File: src/rtl/z16_instr_mem_loader.sv
// z16_instr_mem_loader: byte-serial loadable instruction RAM with fetch port.
// Optional misaligned-fetch fault check: define Z16_IMEM_ALIGN_CHECK_EN.
module z16_instr_mem_loader #(
    parameter int          DEPTH    = 256,
    parameter logic [15:0] NOP_WORD = 16'h0000
) (
    input  logic        i_clk,
    input  logic        i_rst_n,
    input  logic        i_fetch_req,
    input  logic [15:0] i_addr,
    output logic [15:0] o_instr,
    output logic        o_valid,
    output logic        o_fault,
    input  logic        i_ld_start,
    input  logic        i_ld_byte_valid,
    input  logic [7:0]  i_ld_byte,
    output logic        o_ld_ready,
    output logic        o_ld_busy,
    output logic        o_ld_err
);

    localparam int          AW      = $clog2(DEPTH);
    localparam logic [15:0] DEPTH16 = 16'(DEPTH);

    typedef enum logic [2:0] {
        IDLE,
        LEN_LO,
        LEN_HI,
        DAT_LO,
        DAT_HI
    } state_e;

    state_e      state_q, state_d;
    logic [15:0] len_q, len_d;
    logic [15:0] ptr_q, ptr_d;
    logic [7:0]  lo_q, lo_d;
    logic        err_q, err_d;
    logic        we;
    logic        byte_acc;
    logic [15:0] hdr_n;

    logic [15:0] mem_q [DEPTH];

    logic [15:0] instr_q;
    logic        valid_q;
    logic        fault_q;
    logic [14:0] widx;
    logic        fetch_acc;
    logic        range_flt;
    logic        align_flt;
    logic        flt;

    assign o_ld_ready = (state_q != IDLE);
    assign o_ld_busy  = (state_q != IDLE);
    assign o_ld_err   = err_q;
    assign byte_acc   = i_ld_byte_valid && o_ld_ready;
    assign hdr_n      = {i_ld_byte, len_q[7:0]};

    // Loader state, word count, write pointer and error flag registers.
    always_ff @(posedge i_clk or negedge i_rst_n) begin
        if (!i_rst_n) begin
            state_q <= IDLE;
            len_q   <= '0;
            ptr_q   <= '0;
            lo_q    <= '0;
            err_q   <= 1'b0;
        end else begin
            state_q <= state_d;
            len_q   <= len_d;
            ptr_q   <= ptr_d;
            lo_q    <= lo_d;
            err_q   <= err_d;
        end
    end

    // Stream parser: start always wins over a byte arriving in the same cycle.
    always_comb begin
        state_d = state_q;
        len_d   = len_q;
        ptr_d   = ptr_q;
        lo_d    = lo_q;
        err_d   = err_q;
        we      = 1'b0;
        if (i_ld_start) begin
            state_d = LEN_LO;
            ptr_d   = '0;
            err_d   = 1'b0;
        end else if (byte_acc) begin
            unique case (state_q)
                LEN_LO: begin
                    len_d[7:0] = i_ld_byte;
                    state_d    = LEN_HI;
                end
                LEN_HI: begin
                    len_d   = hdr_n;
                    ptr_d   = '0;
                    err_d   = err_q | (hdr_n > DEPTH16);
                    state_d = (hdr_n == 16'd0) ? IDLE : DAT_LO;
                end
                DAT_LO: begin
                    lo_d    = i_ld_byte;
                    state_d = DAT_HI;
                end
                DAT_HI: begin
                    we      = (ptr_q < DEPTH16);
                    ptr_d   = ptr_q + 16'd1;
                    state_d = ((ptr_q + 16'd1) == len_q) ? IDLE : DAT_LO;
                end
                default: ;
            endcase
        end
    end

    // Program RAM; contents survive reset so a reset mid-load keeps written words.
    always_ff @(posedge i_clk) begin
        if (we) begin
            mem_q[ptr_q[AW-1:0]] <= {i_ld_byte, lo_q};
        end
    end

    assign widx      = i_addr[15:1];
    assign fetch_acc = i_fetch_req && !o_ld_busy;
    assign range_flt = ({1'b0, widx} >= DEPTH16);

`ifdef Z16_IMEM_ALIGN_CHECK_EN
    assign align_flt = i_addr[0];
`else
    logic unused_addr0;
    assign unused_addr0 = i_addr[0];
    assign align_flt    = 1'b0;
`endif

    assign flt = range_flt | align_flt;

    // Registered fetch port: instr/fault hold between accepted fetches.
    always_ff @(posedge i_clk or negedge i_rst_n) begin
        if (!i_rst_n) begin
            instr_q <= '0;
            valid_q <= 1'b0;
            fault_q <= 1'b0;
        end else begin
            valid_q <= fetch_acc;
            if (fetch_acc) begin
                instr_q <= flt ? NOP_WORD : mem_q[widx[AW-1:0]];
                fault_q <= flt;
            end
        end
    end

    assign o_instr = instr_q;
    assign o_valid = valid_q;
    assign o_fault = fault_q;

endmodule

File: config.mk
export PLATFORM = sky130hd
export DESIGN_NAME = z16_instr_mem_loader
export DESIGN_NICKNAME = d
export VERILOG_FILES = /design/src/rtl/z16_instr_mem_loader.sv
export SDC_FILE = /design/constraint.sdc
export NUM_CORES = 2
export LEC_CHECK = 0
export ABC_AREA = 1
export CELL_PAD_IN_SITES_DETAIL_PLACEMENT = 1
export CELL_PAD_IN_SITES_GLOBAL_PLACEMENT = 2
export CORE_MARGIN = 2
export CORE_UTILIZATION = 45
export CTS_CLUSTER_SIZE = 30
export DETAILED_ROUTE_END_ITERATION = 10
export HOLD_SLACK_MARGIN = 0.15
export MAX_ROUTING_LAYER = met4
export PLACE_DENSITY = 0.83
export SKIP_LAST_GASP = 1
export SLEW_MARGIN = 25
export SYNTH_ARGS = -nofsm -noshare
export SYNTH_HDL_FRONTEND = slang
export SYNTH_SLANG_ARGS = --single-unit
File: constraint.sdc
create_clock -name i_clk -period 11.9 [get_ports i_clk]
set_input_delay 1.19 -clock i_clk [delete_from_list [all_inputs] [get_ports i_clk]]
set_output_delay 1.19 -clock i_clk [all_outputs]
set_load 0.1 [all_outputs]
== Yosys cells after proc, flatten, opt, wreduce, memory -nomap -nowiden ==
Memory sizes are Yosys's and may differ from the RTL's.
Index checks and enable logic that the tools add are counted.

* Register bits after elaboration: 62
* Latch bits: 0
* Memory bits (writable): 4096
* Memory bits (read-only): 0
* Logic and storage cells: 53
* Memories kept: 1

{| class="wikitable"
|+ Memory list
! name !! words !! bits a word !! read ports !! clocked after memory_dff !! write ports !! line !! text
|-
| mem_q || 256 || 16 || 1 || 0 || 1 || 42 || <nowiki>logic [15:0] mem_q [DEPTH];</nowiki>
|}

* Add/subtract/negate cells: 1
* Multiply operators: 0
* Divide/modulo/power cells: 0
* Order comparisons: 3
* Eq/ne operators: 5
* Shifts and indexed selects: 0
* Mux-type cells: 17
* Bitwise logic cells: 2
* Reductions and logical operators: 15

{| class="wikitable"
|+ Operator list
! operator !! count
|-
| 16-bit two-way mux || 3
|-
| 16-bit one-hot mux with 2 select lines || 1
|-
| 16-bit by 1-bit adder with 16-bit output (second input constant) || 1
|-
| 16-bit equality test || 1
|-
| 16-bit by 9-bit > comparator with 1-bit output (second input constant) || 1
|-
| 16-bit logical NOT || 1
|-
| 16-bit by 9-bit < comparator with 1-bit output (second input constant) || 1
|-
| 15-bit by 9-bit greater-or-equal comparator with 1-bit output (second input constant) || 1
|-
| 3-bit one-hot mux with 4 select lines || 1
|-
| 3-bit AND reduction || 3
|-
| 1-bit two-way mux || 8
|-
| 3-bit by 2-bit equality test with 1-bit output (second input constant) || 2
|-
| 3-bit two-way mux || 2
|-
| 2-bit AND reduction || 3
|-
| 3-bit nonzero test || 2
|-
| 5-bit nonzero test || 1
|-
| 2-bit two-way mux || 2
|-
| 2-bit nonzero test || 2
|-
| 3-bit by 1-bit equality test with 1-bit output (second input constant) || 1
|-
| 3-bit equality test (second input constant) || 1
|-
| 1-bit logical AND || 2
|-
| 1-bit logical NOT || 1
|-
| 1-bit NOT || 1
|-
| 1-bit bitwise OR || 1
|}

== Logic depth before layout (Yosys ltp) ==
* Depth in word-level cells: 6
* Mapped depth: 17

== Least setup slack after synthesis ==
Ideal clock, no wire load.

* Kind: register -> register
* Start point: register lo_q[0]
* End point: memory mem_q[0][0], data pin
* Arrival time: 3.183 ns
* Path slack: 7.913 ns
* Cell stages (with the launch flop): 1
* Path buffers: 0
* Clock period less this slack: 3.987 ns
* Cells stage by stage: dfrtp_1

{| class="wikitable"
|+ RTL lines
! what !! line !! text
|-
| from (decl) || 36 || <nowiki>logic [7:0] lo_q, lo_d;</nowiki>
|-
| from (signal assigned) || 71 || <nowiki>lo_q <= lo_d;</nowiki>
|-
| to (decl) || 42 ||
|}

Straight into the memory's write port.

== Worst setup path in the final report ==
* Start point: input i_addr[1]
* End point: register instr_q[12] (netlist: o_instr[12])

* Cells in the longest elaborated chain, start to end: 2
* Elaborated cells on any way between the ends: 3
* Those cells by class: 1 x order compare; 1 x mux; 1 x memory

{| class="wikitable"
|+ Ends and longest elaborated chain
! what !! line !! text
|-
| from (decl) || 10 || <nowiki>input logic [15:0] i_addr,</nowiki>
|-
| memory 256 x 16 bit / 15-bit by 9-bit greater-or-equal comparator with 1-bit output (equally long branches) || -- ||
|-
| 16-bit two-way mux (*) || 144 || <nowiki>instr_q <= flt ? NOP_WORD : mem_q[widx[AW-1:0]];</nowiki>
|-
| to (signal assigned) || 144 ||
|-
| to (decl) || 44 || <nowiki>logic [15:0] instr_q;</nowiki>
|}

Mark *: on every way between the ends. The rest lies on a longest branch, timed or not.
A chain may end at the register's enable or synchronous reset.

==> results.yml <==
setup_path:
  max_stage_delay_ns: 0.84
  critPathSlowestCell: "buf_4"
  worstPathCellList: "buf_16 > buf_4 > buf_12 > buf_12 > buf_4 > nand2_1 > nand3_1 > nand3_1 > nand3_1 > nand3_1 > nand2_1 > nand2_1 > nand2_1 > nand2_1 > nand3_1 > nand3_1 > nand2_1"
  crit_fanout: 195
  rrSetupSlack_ns: 7.49
  startpoint_type: "input port"
  ff2ff_path_depth: 10
  crit_arrival_ns: 6.36
  cp_data_required_time_ns: 12.83
  reg2reg_to: "mem_q[113][5]$_DFFE_PP_"
  worst_setup_path_end_kind: "register"
  criticalPathCategory: "input port to register"
  timing.rr.start: "state_q[0]$_DFFE_PN0P_"
power:
  vdd_drop_max_mv: 0.197
  power_density_nw_per_um2: 178
  power_leakage_uw: 0.0659
synthesis:
  ys_seq_area_share_pct: 73.8
  yosysTopAreaCell: "edfxtp_1"
  yosysWarningCount: 0
  ys_types: 37
  synth-seq-cells: 4158
  netlist_top_cells_area: "edfxtp_1 73%, nand3_1 12%, nand2_1 10%"
  avgSynthCellArea_um2: 12.0
  synth_top_area_share_pct: 72.9
  syn_inst: 14100
  syn_area_um2: 169000
  synth_nets: 14100
global_routing:
  antenna_found_initial: 14
  grt_pass1_wl_um: 772000
  grt_usage_pct: 28.0
  gr-total-overflow: 0
  grt_pass1_vias: 118000
  grt_max_degree: 214
detailed_routing:
  drtAntennaViolNets: 0
  drc: 0
  wl_per_cell_um: 27.2
  vias_per_cell: 5.90
  drt-pass1-iter-count: 5
  drt_iter0_markers: 11600
  wl_um: 526000
  dr_total_vias: 114000
timing:
  setup_slack_ns: 6.47
  slew-limit-headroom_pct: 13.7
  timing.fmax_ghz: 0.184
  setup_viol: 0
  holdWs_ns: 0.491
  tightest_slew_ns: 1.29
  hold_violations: 0
  slew_viol_final: 0
  rsz0062_at_grt: "no"
  fin_crit_ns: 5.43
  setup_tns_ns: 0
  post-route-period-util_pct: 45.6
  fin_skew_ns: 0.0377
final_layout:
  drive_gt1_share_pct: 7.56
  area_growth_pct: 11.1
  num-fill-cells: 38200
  layoutNonFillerInstCount: 19300
  post-route-util_pct: 50.3
  fin_nets: 14000
placement:
  gp_congestion: 0.856
  hpwlAfterDp_um: 287000
  port_buffers: 48
  place_inst: 18500
  preCtsSetupSlack_ns: 5.50
cts:
  ctsResizeCount: 0
  clkTransAtPathRegs_ns: 0.06
  cts_tree: "built"
  cts_root_buf: "clkbuf_16"
  numCtsBuffers: 432
  clock-sinks: 4158
  clk_path_buf_depth: 4
  insertion_delay_ns: 1.00
  cts_max_level: 5
floorplan:
  die_w_um: 616
  coreArea_um2: 373000
  die_y_um: 616
  die_area_um2: 380000
  io_pins: 50
  start_util_pct: 45.3
  rows: 224
hold_path:
  worstHoldPathCells: 2
  hold_path_startpoint: "o_instr[4]$_DFFE_PN0P_"
  worstHoldPathType: "register to register"
  holdPathEnd: "o_instr[4]$_DFFE_PN0P_"
status:
  status: "finished clean"
run:
  max-cap-violations: 0
[repair_timing]
| action | 4_1_cts | 5_1_grt |
|---|---|---|
| endpoints found under the hold margin | 8 | 0 |
| buffers inserted | 0 | 0 |
| hold buffers | 1 | 0 |
[kinds of logic after synthesis]
| group | count (synthesis) | synth area share, % |
|---|---|---|
| AO/OA/AOI/OAI | 48 | 0.156 |
| XOR/XNOR | 7 | 0.0445 |
| adder cells (fa/ha/maj) | 4 | 0.0296 |
| buffers and inverters | 999 | 3.23 |
| flip-flops | 4158 | 73.8 |
| multiplexers | 1 | 0.00593 |
| AND/OR/NAND/NOR | 8885 | 22.8 |
[registers in the layout, indices dropped and copies added (netlist names)]
signal,cells
o_instr,16
o_ld_err,1
len_q,16
ptr_q,16
o_valid,1
o_fault,1
lo_q,8
mem_q,4096
state_q,3
[synthesized netlist by cell type (all sizes together)]
library cell and n:
o21ai 31, nand2 4644, dfrtp 62, o31ai 1, xnor2 1, nand4 7, xnor3 1, mux2i 1
nor3 6, clkbuf 143, nor4 6, inv 52, buf 804, nand3 3925, a21oi 3, ha 4
o21a 1, nand3b 4, nor2 291, or2 2, edfxtp 4096, o22ai 11, xor2 5, a32o 1
[routing by layer]
metal  global-route usage [%]  up-vias  routed length, µm
met5                        -        -                  0
met4                     10.2        0              20000
met3                     3.92      873              37500
met2                     44.5     4256             252000
met1                     36.9    59000             217000
li1                         -    49800                  -
[worst max path at each step]
| stage | from | endpoint | slack [ns] | cells past startpoint |
|---|---|---|---|---|
| floorplan | lo_q[0]$_DFFE_PN0P_ | mem_q[0][0]$_DFFE_PP_ | 7.91 | 0 |
| global placement | i_addr[1] | o_instr[12]$_DFFE_PN0P_ | 5.57 | 17 |
| detailed placement | i_addr[1] | o_instr[12]$_DFFE_PN0P_ | 5.50 | 17 |
| CTS | i_addr[1] | o_instr[12]$_DFFE_PN0P_ | 6.54 | 17 |
| global route | i_addr[1] | o_instr[12]$_DFFE_PN0P_ | 6.13 | 17 |
| finish | i_addr[1] | o_instr[12]$_DFFE_PN0P_ | 6.47 | 17 |
[cells in the final DEF (no fill, tap or decap), drive strengths merged, types with 2 or more instances in the layout]
cell type         n
nand2          4644
edfxtp         4096
nand3          3925
clkbuf          545
buf             391
nor2            291
clkinv          194
dfrtp            62
inv              59
bufinv           33
o21ai            31
clkdlybuf4s50    21
o22ai            11
clkinvlp          9
nand4             7
diode             6
nor3              6
nor4              6
xor2              5
nand3b            4
ha                4
a21oi             3
or2               2
[worst max-delay path, delay by kind of cell]
kind | cells | cell delay [ns]
buffers and inverters | 5 | 3.03
and+or+nand+nor | 12 | 1.64
[where the power goes]
| part | internal (µW) | switching, µW |
|---|---|---|
| sequential | 17100 | 269 |
| clock | 7520 | 5680 |
| combinational | 469 | 2310 |
[final cells by class]
class | count | area [µm²] | area share (%)
Inverter | 52 | 236 | 0.126
Timing Repair Buffer | 413 | 3680 | 1.96
Clock buffer | 545 | 11500 | 6.14
Tap cell | 4972 | 6220 | 3.32
Multi-Input combinational cell | 8945 | 39300 | 20.9
Sequential cell | 4158 | 125000 | 66.4
Antenna cell | 6 | 15.0 | 0.00800
Clock inverter | 243 | 2080 | 1.11
[through the flow]
step | power, µW | cell area (µm²)
after floorplan | 19200 | 169000
after global placement | 20300 | 174000
after detailed placement | 20400 | 174000
after CTS | 33500 | 187000
after global routing | 34200 | 188000
final | 33400 | 188000
(Power assumes the default switching activity.)
